--- src/rtl/mem_stage_lsu.sv ---
// MEM-stage load/store unit: decodes loads/stores, drives a req/ack data port, aligns store data and extends load data.
// Optional misaligned-access trap is built when MEM_MISALIGN_CHK_EN is defined.
module mem_stage_lsu #(
  parameter int addrWidth = 15
) (
  input  logic                 clk,
  input  logic                 rst,
  input  logic [31:0]          inst,
  input  logic [31:0]          alu_out,
  input  logic [31:0]          rs2_rdata,
  output logic                 stall,
  output logic [31:0]          ld_data,
  output logic                 ld_valid,
  output logic                 misalign_err,
  output logic                 dm_req,
  output logic                 dm_we,
  output logic [addrWidth-1:0] dm_addr,
  output logic [3:0]           dm_wstrb,
  output logic [31:0]          dm_wdata,
  input  logic                 dm_ack,
  input  logic [31:0]          dm_rdata
);

  localparam logic [6:0] OP_LOAD  = 7'b0000011;
  localparam logic [6:0] OP_STORE = 7'b0100011;

  typedef enum logic [1:0] {S_IDLE, S_WAIT, S_DONE} state_e;

  state_e state_q, state_d;

  logic [6:0] opcode;
  logic [2:0] funct3;
  logic [1:0] off;
  logic       is_load, is_store, misaligned, memop;

  logic [3:0]           wstrb_d;
  logic [31:0]          wdata_d;
  logic                 we_q;
  logic [addrWidth-1:0] addr_q;
  logic [3:0]           wstrb_q;
  logic [31:0]          wdata_q;
  logic [1:0]           off_q;
  logic [2:0]           funct3_q;
  logic [31:0]          ld_data_q, ld_ext;
  logic                 ld_valid_q;
  logic [7:0]           byte_lane;
  logic [15:0]          half_lane;

  assign opcode = inst[6:0];
  assign funct3 = inst[14:12];
  assign off    = alu_out[1:0];

  // NOTE: every signal written in an always_comb gets a default first, so no path leaves it unassigned and no latch is inferred.
  always_comb begin
    is_load  = 1'b0;
    is_store = 1'b0;
    if (opcode == OP_LOAD)
      is_load = funct3 inside {3'b000, 3'b001, 3'b010, 3'b100, 3'b101};
    if (opcode == OP_STORE)
      is_store = funct3 inside {3'b000, 3'b001, 3'b010};
  end

`ifdef MEM_MISALIGN_CHK_EN
  // funct3[1:0] encodes access size for every legal load/store: 00 byte, 01 half, 10 word.
  assign misaligned = ((funct3[1:0] == 2'b01) && off[0]) ||
                      ((funct3[1:0] == 2'b10) && (off != 2'b00));
`else
  assign misaligned = 1'b0;
`endif

  assign memop = (is_load || is_store) && !misaligned;

  always_comb begin
    wstrb_d = 4'b0000;
    wdata_d = rs2_rdata;
    if (is_store) begin
      unique case (funct3[1:0])
        2'b00: begin
          wstrb_d = 4'b0001 << off;
          wdata_d = {4{rs2_rdata[7:0]}};
        end
        2'b01: begin
          wstrb_d = 4'b0011 << {off[1], 1'b0};
          wdata_d = {2{rs2_rdata[15:0]}};
        end
        default: wstrb_d = 4'b1111;
      endcase
    end
  end

  // Halfword lanes follow off[1] only; word loads ignore the offset entirely.
  assign byte_lane = dm_rdata[{off_q, 3'b000} +: 8];
  assign half_lane = dm_rdata[{off_q[1], 4'b0000} +: 16];

  always_comb begin
    ld_ext = dm_rdata;
    unique case (funct3_q)
      3'b000:  ld_ext = {{24{byte_lane[7]}}, byte_lane};
      3'b001:  ld_ext = {{16{half_lane[15]}}, half_lane};
      3'b100:  ld_ext = {24'b0, byte_lane};
      3'b101:  ld_ext = {16'b0, half_lane};
      default: ld_ext = dm_rdata;
    endcase
  end

  always_comb begin
    state_d = state_q;
    stall   = 1'b0;
    unique case (state_q)
      S_IDLE: begin
        if (memop) begin
          state_d = S_WAIT;
          stall   = 1'b1;
        end
      end
      S_WAIT: begin
        stall = 1'b1;
        if (dm_ack) state_d = S_DONE;
      end
      S_DONE:  state_d = S_IDLE;
      default: state_d = S_IDLE;
    endcase
  end

  // NOTE: sequential state uses non-blocking assignments so every register samples pre-edge values regardless of statement order.
  always_ff @(posedge clk) begin
    if (rst) begin
      state_q    <= S_IDLE;
      we_q       <= 1'b0;
      addr_q     <= '0;
      wstrb_q    <= 4'b0000;
      wdata_q    <= '0;
      off_q      <= 2'b00;
      funct3_q   <= 3'b000;
      ld_data_q  <= '0;
      ld_valid_q <= 1'b0;
    end else begin
      state_q    <= state_d;
      ld_valid_q <= 1'b0;
      if ((state_q == S_IDLE) && memop) begin
        we_q     <= is_store;
        addr_q   <= alu_out[addrWidth-1:0];
        wstrb_q  <= wstrb_d;
        wdata_q  <= wdata_d;
        off_q    <= off;
        funct3_q <= funct3;
      end
      if ((state_q == S_WAIT) && dm_ack && !we_q) begin
        ld_data_q  <= ld_ext;
        ld_valid_q <= 1'b1;
      end
    end
  end

`ifdef MEM_MISALIGN_CHK_EN
  logic [31:0] inst_q;
  logic        flag_q, flag_eff, mis_detect, mis_err_q;

  // The flag suppresses repeat errors while the same instruction sits in MEM.
  assign flag_eff   = flag_q && (inst == inst_q);
  assign mis_detect = (state_q == S_IDLE) && (is_load || is_store) && misaligned && !flag_eff;

  always_ff @(posedge clk) begin
    if (rst) begin
      inst_q    <= '0;
      flag_q    <= 1'b0;
      mis_err_q <= 1'b0;
    end else begin
      inst_q    <= inst;
      flag_q    <= flag_eff || mis_detect;
      mis_err_q <= mis_detect;
    end
  end

  assign misalign_err = mis_err_q;
`else
  assign misalign_err = 1'b0;
`endif

  assign dm_req   = (state_q == S_WAIT);
  assign dm_we    = we_q;
  assign dm_addr  = addr_q;
  assign dm_wstrb = wstrb_q;
  assign dm_wdata = wdata_q;
  assign ld_data  = ld_data_q;
  assign ld_valid = ld_valid_q;

  logic unused_ok;
  assign unused_ok = ^{inst[31:15], inst[11:7], alu_out[31:addrWidth]};

endmodule

--- config.mk ---
export PLATFORM = sky130hd
export DESIGN_NAME = mem_stage_lsu
export DESIGN_NICKNAME = d
export VERILOG_FILES = /design/src/rtl/mem_stage_lsu.sv
export SDC_FILE = /design/constraint.sdc
export NUM_CORES = 1
export LEC_CHECK = 0
export CORE_MARGIN = 1.5
export CORE_UTILIZATION = 30
export DETAILED_ROUTE_END_ITERATION = 12
export PLACE_DENSITY = 0.68
export SYNTH_ARGS = -nofsm -noshare
export SYNTH_HDL_FRONTEND = slang
export SYNTH_SLANG_ARGS = --single-unit
--- constraint.sdc ---
create_clock -name clk -period 1.8 [get_ports clk]
set_input_delay 0.36 -clock clk [delete_from_list [all_inputs] [get_ports clk]]
set_output_delay 0.36 -clock clk [all_outputs]
set_load 0.01 [all_outputs]
# Yosys cells after proc, flatten, opt, wreduce, memory -nomap -nowiden
# Index checks and enable logic that the tools add are counted.
# word_totals
latchBits	0
n_memories	0
output_inout_bits	88
rom_bits	0
inputBits	131
regBits	92
mem_bits_rw	0
wordCells	51
# op_classes
eq_ne	13
n_bitwise	0
n_mul	0
n_shift	4
n_lt_le_gt_ge	0
n_div	0
muxes	13
add_sub_neg	0
n_reduce_logical	12
# ops
cell	count
$pmux 32 s4	1
$pmux 32 s2	1
$mux 32	1
$shiftx 32x6->16	1
$shiftx 32x6->8	1
$eq 3x3->1 const B	4
$pmux 4 s2	1
$eq 7x2->1 const B	1
$eq 7x6->1 const B	1
$eq 3x1->1 const B	2
$logic_not 3->1	2
$reduce_bool 5->1	1
$eq 2x1->1 const B	2
$logic_not 2->1	2
$mux 1	4
$mux 2	2
$mux 4	1
$pmux 2 s2	1
$shl 1x2->4 const A	1
$shl 2x2->4 const A	1
$eq 3x2->1 const B	1
$logic_and 1x1->1	3
$reduce_bool 3->1	1
$ne 2x1->1 const B	1
other kinds (5)	5

# Depth between registers and ports, before layout
# depth
ltp_word	6
depth_mapped	7
ltp_nobuf	4

# Worst setup path after synthesis
# OpenSTA, ideal clock, no wires.
# synth_path
kind	input -> output
start	in inst[13]
end	out stall
path_slack_ns	0.102
cell_stages	7
path_buffers	3
t_arrival_ns	1.338
required_time_ns	1.440
cell_sequence	clkbuf_2 > o21ai_1 > and2_1 > buf_2 > buf_2 > a21oi_1 > nor2_1
# synth_between
elab_chain_cells	6
# synth_lines
item	line	rtl
from (decl)	8	input logic [31:0] inst,
$eq 3x1->1, or another cell as far along	58, 60	
$reduce_bool 5->1 / $reduce_bool 3->1 (equally long branches)	58, 60	
$mux 1 (on tied branches)	57, 59	
$logic_or 1x1->1 (*)	71	assign memop = (is_load || is_store) && !misaligned;
$mux 1 (*)	111	if (memop) begin
$pmux 1 s2 (*)	109	unique case (state_q)
to (decl)	11	output logic stall,
# Mark *: on every way between the ends. The rest lies on a longest branch, timed or not.

# Worst setup path after layout
# layout_path
start	reg state_q[0]
end	out stall
# layout_between
elab_chain_cells	2
# layout_lines
item	line	rtl
from (decl)	29	state_e state_q, state_d;
from (signal assigned)	138	state_q <= state_d;
$eq 2x1->1 / $logic_not 2->1 (equally long branches)	109	
$pmux 1 s2 (*)	109	
# Marked as above.

==> flow_metrics.env <==
export IMPL_synth_edf_count=0
export IMPL_clk_path_buf_depth=2
export IMPL_grt_pass1_wl_mm=22.1
export IMPL_cp_max_fo=2
export IMPL_drc=0
export IMPL_final_cell_area_um2=6890
export IMPL_cts_hold_buf=0
export IMPL_hp_class="in2reg"
export IMPL_nNetsFinal=816
export IMPL_place_hpwl_mm=10.4
export IMPL_syn_num_nets=639
export IMPL_path_cells="nor4_4 > and2_4 > a21oi_2 > nor2_1 > buf_2"
export IMPL_avgSynthCellArea_um2=8.66
export IMPL_critPathLaunchType="flip-flop"
export IMPL_htree_levels=3
export IMPL_required_ps=1440
export IMPL_clock_sinks=90
export IMPL_core_rowCount=44
export IMPL_power_density_nw_per_um2=665
export IMPL_dp_slack_ps=-557
export IMPL_slew_violations=0
export IMPL_arrival_ps=1510
export IMPL_setup_viol=3
export IMPL_crit_start="state_q[0]"
export IMPL_grt_max_degree=53
export IMPL_regToRegStartpoint="state_q[0]"
export IMPL_ys_seq_area_share_pct=40.9
export IMPL_synth_warnings=0
export IMPL_syn_to_final_growth_pct=56.6
export IMPL_via_per_inst=5.22
export IMPL_coreArea_um2=14400
export IMPL_post_route_min_period_ps=1870
export IMPL_wl_per_cell_um=16.9
export IMPL_crit_path_end_kind="primary output"
export IMPL_cpMaxStageDelayCell="dfxtp_1"
export IMPL_max_cap_viol_count=0
export IMPL_antenna_left=0
export IMPL_r2r_end="dm_wdata[8]"
export IMPL_outcome="finished with violations"
export IMPL_yosysMostFrequentCell="dfxtp_1"
export IMPL_via_count=4548
export IMPL_yosys_area_top_type="dfxtp_1"
export IMPL_synthTopCellsByArea="dfxtp_1 (41%), o21ai_0 (7.3%), a21oi_1 (6.6%)"
export IMPL_async_flop_share_pct=0
export IMPL_fin_ws_ps=-70.6
export IMPL_violations="negative setup slack"
export IMPL_routed_wl_mm=14.8
export IMPL_fmax_mhz=535
export IMPL_min_period_over_period_pct=104
export IMPL_clkLatencyLatePin_ps=340
export IMPL_grt_pass1_vias=4259
export IMPL_irDropWorstVdd_mv=0.380
export IMPL_netlist_area_um2=4400
export IMPL_synth_commonest_cells="dfxtp_1 (90), o21ai_0 (64), a21oi_1 (58)"
export IMPL_numCtsBuffers=9
export IMPL_clkTransAtPathRegs_ps=70
export IMPL_dieArea_um2=15400
export IMPL_fin_skew_ps=6.63
export IMPL_antennaDiodeCount=0
export IMPL_critPathMaxStageDelay_ps=350
export IMPL_netlist_instances=508
export IMPL_post_dp_cell_area_um2=6530
export IMPL_grt_total_usage_pct=18.5
export IMPL_drive_gt1_share_pct=14.1
export IMPL_synth_flop_cell="dfxtp_1"
export IMPL_num_io_pins=219
export IMPL_p_leak_uw=0.00237
export IMPL_drtPass1Iterations=4
export IMPL_rrSetupSlack_ps=0
export IMPL_antenna_found_initial=0
export IMPL_slew_headroom_pct=63.0
export IMPL_port_buffers=178
export IMPL_gr_total_overflow=0
export IMPL_dieWidth_um=124
export IMPL_synth_distinct_cells=40
export IMPL_critPathKind="reg2out"
export IMPL_hold_violations=0
export IMPL_rsz0062_at_grt="yes"
export IMPL_cts_root_buf="clkbuf_16"
export IMPL_initial_core_util_pct=30.5
export IMPL_crit_end="stall"
export IMPL_ys_ff_latch=90
export IMPL_die_h_um=124
export IMPL_routabilityCongestion=0.816
export IMPL_cts_tree="built"
export IMPL_r2r_cells=6
export IMPL_worst_pin_slew_ps=556
export IMPL_synth_top_area_share_pct=40.9
export IMPL_drt_iter0_drc=238
## final cells by class
cell class,count,area (um^2)
Timing Repair Buffer,219,2210
Multi-Input combinational cell,363,2320
Tap cell,184,230
Fill cell,1388,7530
Clock buffer,10,239
Sequential cell,90,1810
Clock inverter,4,76.3
Inverter,2,7.51
## worst min-delay path by stage
stage	endpoint	depth (start not counted)	slack, ps	startpoint
global placement	dm_wdata[11]	2	460	dm_wdata[11]
floorplan	funct3_q[2]	2	470	funct3_q[2]
finish	ld_valid	2	460	rst
CTS	ld_valid	2	460	rst
global route	ld_valid	2	470	rst
detailed placement	dm_wdata[0]	2	470	dm_wdata[0]
## power by group
part	internal (uW)	switching (uW)	leakage, uW
sequential	2000	4.77	0.000727
combinational	292	240	0.00149
clock	1240	805	0.000151
## registers in the layout, summed over array words and instances (netlist names)
signal    cells
dm_wdata     32
state_q       2
dm_addr      15
funct3_q      3
ld_data      32
ld_valid      1
dm_wstrb      4
dm_we         1
## critical path, delay by kind of cell (launching register included)
family | cells | cell delay (ps)
AOI/OAI and AO/OA | 1 | 40
and+or+nand+nor | 3 | 620
buffers and inverters | 1 | 150
DFF | 1 | 350
## metal layers
| metal | vias up | global-route usage, % | wire [um] |
|---|---|---|---|
| met5 | - | 0 | 0 |
| met4 | 0 | 5.54 | 154 |
| met3 | 10 | 4.99 | 911 |
| met2 | 151 | 29.5 | 7040 |
| met1 | 2169 | 24.4 | 6660 |
| li1 | 2218 | - | - |
## cell usage in the layout, fill, tap and decap left out, types with 3 or more instances in the layout
master / n
o2111ai_1: 16
nor2b_1: 4
a21oi_1: 57
buf_4: 32
a22oi_1: 7
buf_12: 8
a311oi_1: 7
nand2_1: 37
a211oi_1: 23
nor2_1: 32
nor3b_1: 7
nand3b_1: 9
mux2_4: 3
nand3_1: 27
clkbuf_16: 9
clkdlybuf4s50_1: 167
o21ai_1: 3
mux2_2: 14
and2_1: 7
dlymetal6s2s_1: 8
o21ai_0: 64
dfxtp_1: 87
a211oi_2: 10
mux2i_1: 17
## through the flow
step	hold slack (ps)	std cells	TNS (ps)	total power, uW	utilization, %
CTS	459	870	-1410	4630	47.5
global placement	460	856	-21120	2570	45.3
detailed placement	470	856	-22380	2570	45.3
finish	462	872	-75.5	4580	47.8
floorplan	467	508	0	2240	-
global route	474	872	-1330	4750	47.8
## logic make-up (layout without fill, tap and decap cells)
| kind of cell | count (synthesis) | count (layout) | share of synthesized area, % |
|---|---|---|---|
| DFF | 90 | 90 | 40.9 |
| other | 1 | 1 | 0.0852 |
| AOI/OAI and AO/OA | 193 | 193 | 28.0 |
| and+or+nand+nor | 135 | 135 | 16.1 |
| muxes | 34 | 34 | 8.47 |
| buffers and inverters | 55 | 235 | 6.48 |
## what timing repair did
item / in CTS / in global routing
buffers inserted: 0 / 2
pin swaps: 0 / 4
setup endpoints to repair: 27 / 55
gates resized for setup: 7 / 14
Note: power is estimated with default switching activity, not from simulation.
